**config.mk**
```make
export PLATFORM = sky130hd
export DESIGN_NAME = serial_link_credit_ctrl
export DESIGN_NICKNAME = d
export VERILOG_FILES = /design/src/rtl/serial_link_credit_ctrl.sv
export SDC_FILE = /design/constraint.sdc
export NUM_CORES = 1
export LEC_CHECK = 0
export CORE_MARGIN = 10
export CORE_UTILIZATION = 35
export CTS_CLUSTER_SIZE = 10
export DETAILED_ROUTE_END_ITERATION = 10
export GPL_TIMING_DRIVEN = 0
export PLACE_DENSITY = 0.89
export SETUP_SLACK_MARGIN = 0.4
export SYNTH_ARGS = -nofsm -noshare
export SYNTH_HDL_FRONTEND = slang
export SYNTH_SLANG_ARGS = --single-unit
```
**constraint.sdc**
```tcl
create_clock -name clk_i -period 3.81 [get_ports clk_i]
set_input_delay 0.381 -clock clk_i [delete_from_list [all_inputs] [get_ports clk_i]]
set_output_delay 0.381 -clock clk_i [all_outputs]
set_load 0.02 [all_outputs]
```
**src/rtl/serial_link_credit_ctrl.sv**
```systemverilog
// Credit-based flow control between the network layer and the serial-link PHY:
// credit-gated TX with piggybacked credit returns, and an RX side that polices buffer occupancy.
module serial_link_credit_ctrl #(
  parameter int DataWidth       = 64,
  parameter int NumCredits      = 8,
  parameter int ForceSendThresh = 4,
  localparam int CW             = $clog2(NumCredits) + 1
) (
  input  logic                 clk_i,
  input  logic                 rst_i,
  input  logic [DataWidth-1:0] data_in_i,
  input  logic                 data_in_valid_i,
  output logic                 data_in_ready_o,
  output logic [DataWidth-1:0] data_out_o,
  output logic [CW-1:0]        data_out_credit_o,
  output logic                 data_out_credit_only_o,
  output logic                 data_out_valid_o,
  input  logic                 data_out_ready_i,
  input  logic [DataWidth-1:0] rx_data_i,
  input  logic [CW-1:0]        rx_credit_i,
  input  logic                 rx_credit_only_i,
  input  logic                 rx_valid_i,
  output logic [DataWidth-1:0] rx_data_o,
  output logic                 rx_valid_o,
  input  logic                 rx_consumed_i,
  output logic [CW-1:0]        credits_avail_o,
  output logic [CW-1:0]        credits_pending_o,
  output logic                 err_o
);

  typedef enum logic {OUT_EMPTY, OUT_FULL} out_state_t;

  localparam logic [CW:0]   MaxCredits = (CW+1)'(NumCredits);
  localparam logic [CW-1:0] MaxOcc     = CW'(NumCredits);
  localparam logic [CW-1:0] Thresh     = CW'(ForceSendThresh);

  out_state_t           state_q, state_d;
  logic [DataWidth-1:0] out_data_q;
  logic [CW-1:0]        out_credit_q;
  logic                 out_credit_only_q;
  logic [CW-1:0]        avail_q, avail_d;
  logic [CW-1:0]        pending_q, pending_d;
  logic [CW-1:0]        occ_q, occ_d;
  logic                 err_q, err_d;

  logic        free, has_credit, load_data, load_credit, load, arrive;
  logic [CW:0] avail_sum, pending_sum;
  logic [CW-1:0] pending_base;

  assign has_credit = (avail_q != '0);
  assign arrive     = rx_valid_i & ~rx_credit_only_i;

  always_comb begin
    state_d     = state_q;
    free        = 1'b0;
    load_data   = 1'b0;
    load_credit = 1'b0;
    unique case (state_q)
      OUT_EMPTY: free = 1'b1;
      OUT_FULL:  free = data_out_ready_i;
      default:   free = 1'b0;
    endcase
    if (free) begin
      if (data_in_valid_i && has_credit) begin
        load_data = 1'b1;
      end else if (pending_q >= Thresh) begin
        load_credit = 1'b1;
      end
    end
    load = load_data | load_credit;
    if (load) begin
      state_d = OUT_FULL;
    end else if (free) begin
      state_d = OUT_EMPTY;
    end
  end

  // A load hands over all pending credits; a consume in the same cycle lands in the new count.
  always_comb begin
    err_d        = err_q;
    pending_base = load ? '0 : pending_q;
    pending_sum  = {1'b0, pending_base} + {{CW{1'b0}}, rx_consumed_i};
    pending_d    = pending_sum[CW] ? '1 : pending_sum[CW-1:0];

    avail_sum = {1'b0, avail_q} - {{CW{1'b0}}, load_data}
              + (rx_valid_i ? {1'b0, rx_credit_i} : '0);
    if (avail_sum > MaxCredits) begin
      avail_d = MaxOcc;
      err_d   = 1'b1;
    end else begin
      avail_d = avail_sum[CW-1:0];
    end

    occ_d = occ_q;
    if (arrive && !rx_consumed_i) begin
      if (occ_q == MaxOcc) err_d = 1'b1;
      else                 occ_d = occ_q + 1'b1;
    end else if (rx_consumed_i && !arrive) begin
      if (occ_q == '0) err_d = 1'b1;
      else             occ_d = occ_q - 1'b1;
    end
  end

  always_ff @(posedge clk_i) begin
    if (rst_i) begin
      state_q           <= OUT_EMPTY;
      out_data_q        <= '0;
      out_credit_q      <= '0;
      out_credit_only_q <= 1'b0;
      avail_q           <= MaxOcc;
      pending_q         <= '0;
      occ_q             <= '0;
      err_q             <= 1'b0;
    end else begin
      state_q   <= state_d;
      avail_q   <= avail_d;
      pending_q <= pending_d;
      occ_q     <= occ_d;
      err_q     <= err_d;
      if (load) begin
        out_data_q        <= load_data ? data_in_i : '0;
        out_credit_q      <= pending_q;
        out_credit_only_q <= load_credit;
      end else if (free) begin
        out_data_q        <= '0;
        out_credit_q      <= '0;
        out_credit_only_q <= 1'b0;
      end
    end
  end

  assign data_in_ready_o        = free & has_credit;
  assign data_out_o             = out_data_q;
  assign data_out_credit_o      = out_credit_q;
  assign data_out_credit_only_o = out_credit_only_q;
  assign data_out_valid_o       = (state_q == OUT_FULL);
  assign rx_data_o              = rx_data_i;
  assign rx_valid_o             = arrive;
  assign credits_avail_o        = avail_q;
  assign credits_pending_o      = pending_q;
  assign err_o                  = err_q;

endmodule

```
# Word-level counts from Yosys, hierarchy flattened

Index checks and enable logic that the tools add are counted.
Widths: inputs -> output; s select.

Add/sub/neg operators: 5
Multipliers: 0
Divide/modulo/power cells: 0
Order comparisons: 2
Eq/ne operators: 3
Shift operators: 0
Mux-type cells: 26
Bitwise gates (word level): 5
Reduce and logical (&&, ||, !) cells: 11

Operators by type and width:

| operator            | count |
|---|---|
| $mux 64             | 3 |
| $mux 4              | 9 |
| $mux 1              | 13 |
| $add 4x1->5         | 1 |
| $add 5x4->5         | 1 |
| $gt 5x4->1 const B  | 1 |
| $sub 4x1->5         | 1 |
| $add 4x1->4 const B | 1 |
| $eq 4x4->1 const B  | 1 |
| $ge 4x3->1 const B  | 1 |
| $logic_not 4->1     | 1 |
| $ne 2x2->1 const B  | 2 |
| $reduce_bool 2->1   | 2 |
| $reduce_bool 4->1   | 1 |
| $sub 4x1->4 const B | 1 |
| $logic_and 1x1->1   | 3 |
| $reduce_and 3->1    | 1 |
| $and 1x1->1         | 2 |
| $logic_not 1->1     | 2 |
| $not 1->1           | 2 |
| $pmux 1 s2          | 1 |
| $reduce_or 2->1     | 1 |
| $or 1x1->1          | 1 |

Bits in registers: 83
Bits in latches: 0
Memory bits (writable): 0
ROM bits: 0
Input port bits: 139
Memories kept: 0

# Longest topological paths before layout

Depth in word-level cells: 11
Gate-level depth with buffers: 13
Depth with buffers taken out: 11

# Worst setup path after synthesis

No wires, ideal clock.

Path kind: register to register
Start: register state_q (netlist: data_out_valid_o)
End: register avail_q[3] (netlist: credits_avail_o[3])
Arrival: 2.757 ns
Required time: 3.683 ns
Setup slack: 0.926 ns
Cell stages (with the launch flop): 14
Path buffers: 2
Period minus slack after synthesis: 2.884 ns
Cell sequence: dfxtp_1 > nor2b_1 > buf_2 > buf_2 > nor2_1 > ha_1 > inv_1 > ha_1 > inv_1 > fa_1 > nand2b_1 > a21oi_1 > xor2_1 > or3_1

Word-level cells in the longest chain between the ends: 7

RTL lines:

| element                   | RTL line | RTL |
|---|---|---|
| start, declared           | 37       | `out_state_t state_q, state_d;` |
| start signal, assigned    | 115      | `state_q <= state_d;` |
| $not 1->1                 | 58       | `unique case (state_q)` |
| $pmux 1 s2 *              | 58       |  |
| $mux 1 *                  | 63       | `if (free) begin` |
| $sub 4x1->5 *             | 85       | `avail_sum = {1'b0, avail_q} - {{CW{1'b0}}, load_data}` |
| $add 5x4->5 *             | 86       | `+ (rx_valid_i ? {1'b0, rx_credit_i} : '0);` |
| $gt 5x4->1                | 87       | `if (avail_sum > MaxCredits) begin` |
| $reduce_or 2->1 (no line) | --       |  |
| end signal, assigned      | 110      | `avail_q <= MaxOcc;` |
| end signal, assigned      | 116      | `avail_q <= avail_d;` |
| end, declared             | 41       | `logic [CW-1:0] avail_q, avail_d;` |

Every way passes the cells marked *; elsewhere a longest branch is shown, timed or not.
A chain may end at the register's enable or synchronous reset.

# Worst setup path after layout

Start: register avail_q[0] (netlist: credits_avail_o[0])
End: register avail_q[3] (netlist: credits_avail_o[3])

Word-level cells in the longest chain between the ends: 8

RTL lines:

| element                   | RTL line | RTL |
|---|---|---|
| $reduce_bool 4->1         | 50       | `assign has_credit = (avail_q != '0);` |
| $logic_and 1x1->1         | 64       | `if (data_in_valid_i && has_credit) begin` |
| $mux 1                    | 64       |  |
| $mux 1                    | 63       |  |
| $sub 4x1->5 *             | 85       |  |
| $add 5x4->5 *             | 86       |  |
| $gt 5x4->1                | 87       |  |
| $reduce_or 2->1 (no line) | --       |  |

Marked as above.

==> results.json <==
{
  "yosysUniqueCellTypes": 36,
  "cp.required_ps": 4020,
  "cts_setup_buffers": 0,
  "dieArea_um2": 16000,
  "fin_nets": 876,
  "avgSynthCellArea_um2": 8.11,
  "first_pass_iters": 4,
  "die_w_um": 127,
  "cts-root-buf": "clkbuf_16",
  "clock_latency_ps": 330,
  "grt_pass1_wl_um": 22300,
  "synth_top_area_cell": "dfxtp_1",
  "drive_gt1_share_pct": 13.4,
  "setup_tns_ps": 0,
  "syn_inst": 491,
  "dp_hpwl_um": 12000,
  "power_leakage_nw": 2.63,
  "end_kind": "register",
  "drtIter0Drc": 195,
  "clkTransAtPathRegs_ps": 60,
  "wl_per_cell_um": 17.1,
  "area_growth_pct": 67.8,
  "min_from": "data_out_o[38]$_SDFFE_PP0P_",
  "critPathArrivalTime_ps": 3390,
  "crit_chain": "o41ai_1 > nor2_1 > ha_1 > inv_1 > ha_1 > inv_1 > fa_1 > nand2b_1 > a21oi_1 > xor2_1 > or3_1",
  "via_per_inst": 4.76,
  "finalWirelength_um": 14800,
  "clk_path_buf_depth": 2,
  "grt_pass1_vias": 4240,
  "area.sequential_um2": 1660,
  "ys_ff_latch": 83,
  "synth_seq_area_share_pct": 41.7,
  "hp-class": "register to register",
  "synth_fp_nets": 646,
  "start_kind": "register",
  "rr_startpoint": "credits_avail_o[0]$_SDFF_PP0_",
  "numPortBuffers": 219,
  "final_max_slew_viol_count": 0,
  "grtUsageMet3_pct": 9.54,
  "place_ws_ps": 230,
  "path_class": "register to register",
  "multi_input_area_um2": 1600,
  "ir_drop_v": 0.000380,
  "grt_overflow_total": 0,
  "clock_sinks": 83,
  "grt_busiest_layer": "met2",
  "clock_skew_ps": 5.53,
  "fin_ws_ps": 633,
  "crit_slowest_cell": "o41ai_1",
  "synth_commonest_cells": "83 x dfxtp_1, 78 x nand2_1, 76 x a21oi_1, 69 x nand3_1, 64 x buf_4",
  "max_freq_ghz": 0.315,
  "ys.flop_type": "dfxtp_1",
  "grt_max_degree": 14,
  "antenna_found_initial": 0,
  "path_max_fanout": 5,
  "start_util_pct": 36.3,
  "slew_headroom_pct": 47.8,
  "ant_nets": 0,
  "synth_most_common_cell": "dfxtp_1",
  "setup_violations": 0,
  "async_reset_ff_share_pct": 0,
  "grt.total_usage_pct": 17.0,
  "finalHoldViolCount": 0,
  "p_per_area_nw_per_um2": 491,
  "fillers": 956,
  "io_pins": 284,
  "yosysWarningCount": 0,
  "met1_usage_pct": 16.4,
  "synth_area_um2": 3980,
  "synth_edf_count": 0,
  "grt_setup_unrepaired": "false",
  "antenna_cells": 0,
  "synthTopCellsByArea": "dfxtp_1 42%, buf_4 12%, a21oi_1 9.6%, nand3_1 8.7%, nand2_1 7.4%",
  "critPathMaxStageDelay_ps": 760,
  "gp_congestion": 0.845,
  "drv_cap": 0,
  "use_met2_pct": 30.9,
  "num_rows": 38,
  "die_y_um": 127,
  "yosysTopAreaCellShare_pct": 41.7,
  "vias": 4121,
  "cts_buffers": 9,
  "core_area_um2": 11000,
  "cts_tree": "yes",
  "startpoint": "credits_avail_o[0]$_SDFF_PP0_",
  "status": "finished, final reports clean",
  "finalCriticalPeriod_ps": 3180,
  "tightest_slew_ps": 773,
  "post-route-period-util_pct": 83.4,
  "h-tree-depth": 3,
  "drc": 0
}
-- final cells by class --
| class | instances | area share (%) |
|---|---|---|
| Clock buffer | 12 | 3.84 |
| Buffer | 96 | 9.90 |
| Clock inverter | 4 | 1.09 |
| Tap cell | 140 | 2.62 |
| Sequential cell | 83 | 24.9 |
| Inverter | 17 | 0.955 |
| Timing Repair Buffer | 219 | 32.8 |
| Multi-Input combinational cell | 295 | 23.9 |
-- timing repair --
action / in CTS / in global routing
resized for setup: 0 / 2
endpoints found under the setup margin: 0 / 4
hold buffers: 0 / 0
-- critical path: cells and delay by family, from the launching register on --
family	cells	cell delay (ps)
compound gates	2	990
xor+xnor	1	180
fa+ha+maj	3	850
buf+inv	2	110
flops	1	350
simple gates	3	570
-- metrics by stage --
stage          hold WS, ps  std cells  util, %  area, um2  total power (W)
6_report               448        866     60.9       6680          0.00329
4_1_cts                451        866     60.8       6680          0.00332
5_1_grt                464        866     60.9       6680          0.00347
3_3_place_gp           437        850     57.8       6350          0.00232
3_5_place_dp           442        850     57.8       6350          0.00236
2_1_floorplan          485        491        -       3980          0.00184
-- cells by family after synthesis --
kind of cell | Yosys count | synth area share (%)
AND/OR/NAND/NOR | 185 | 21.4
buffers and inverters | 113 | 18.1
AO/OA/AOI/OAI | 88 | 12.0
flip-flops | 83 | 41.7
adder cells (fa/ha/maj) | 16 | 5.40
XOR/XNOR | 4 | 0.880
multiplexers | 2 | 0.503
-- metal layers --
metal  up-vias  wire [um]
met3        12       1780
met1      1881       5470
met2       188       7430
li1       2040          -
met4         0        154
met5         -          0
-- cell usage in the layout (no fill, tap or decap), types with 3 or more instances in the layout --
master,count
ha_1,14
inv_1,17
nor3_1,3
a21oi_1,76
buf_6,6
dfxtp_1,83
nand2b_1,6
nor4_1,4
clkbuf_1,18
nand3_1,69
buf_4,64
clkbuf_16,9
nand2_1,78
buf_2,7
nor2_1,15
clkdlybuf4s50_1,219
-- report_power, final --
group / internal, W / switching [W]
Clock: 0.000609 / 0.000337
Sequential: 0.000974 / 0.0000789
Combinational: 0.000611 / 0.000675
-- state kept, by name, indices dropped and copies added, names as in the netlist --
register and count:
data_out_valid_o 1, credits_pending_o 4, data_out_credit_o 4, credits_avail_o 4
data_out_o 64, err_o 1, occ_q 4, data_out_credit_only_o 1
-- final timing paths --
| kind | endpoint | slack, ps | cells after the start |
|---|---|---|---|
| setup / recovery | credits_avail_o[3]$_SDFF_PP1_ | 630 | 11 |
| hold / removal | data_out_o[38]$_SDFFE_PP0P_ | 450 | 2 |
| setup reg to reg | credits_avail_o[3]$_SDFF_PP1_ | 630 | 11 |
| hold reg to reg | data_out_o[38]$_SDFFE_PP0P_ | 450 | 2 |
Power figures use the tool's default switching activity.
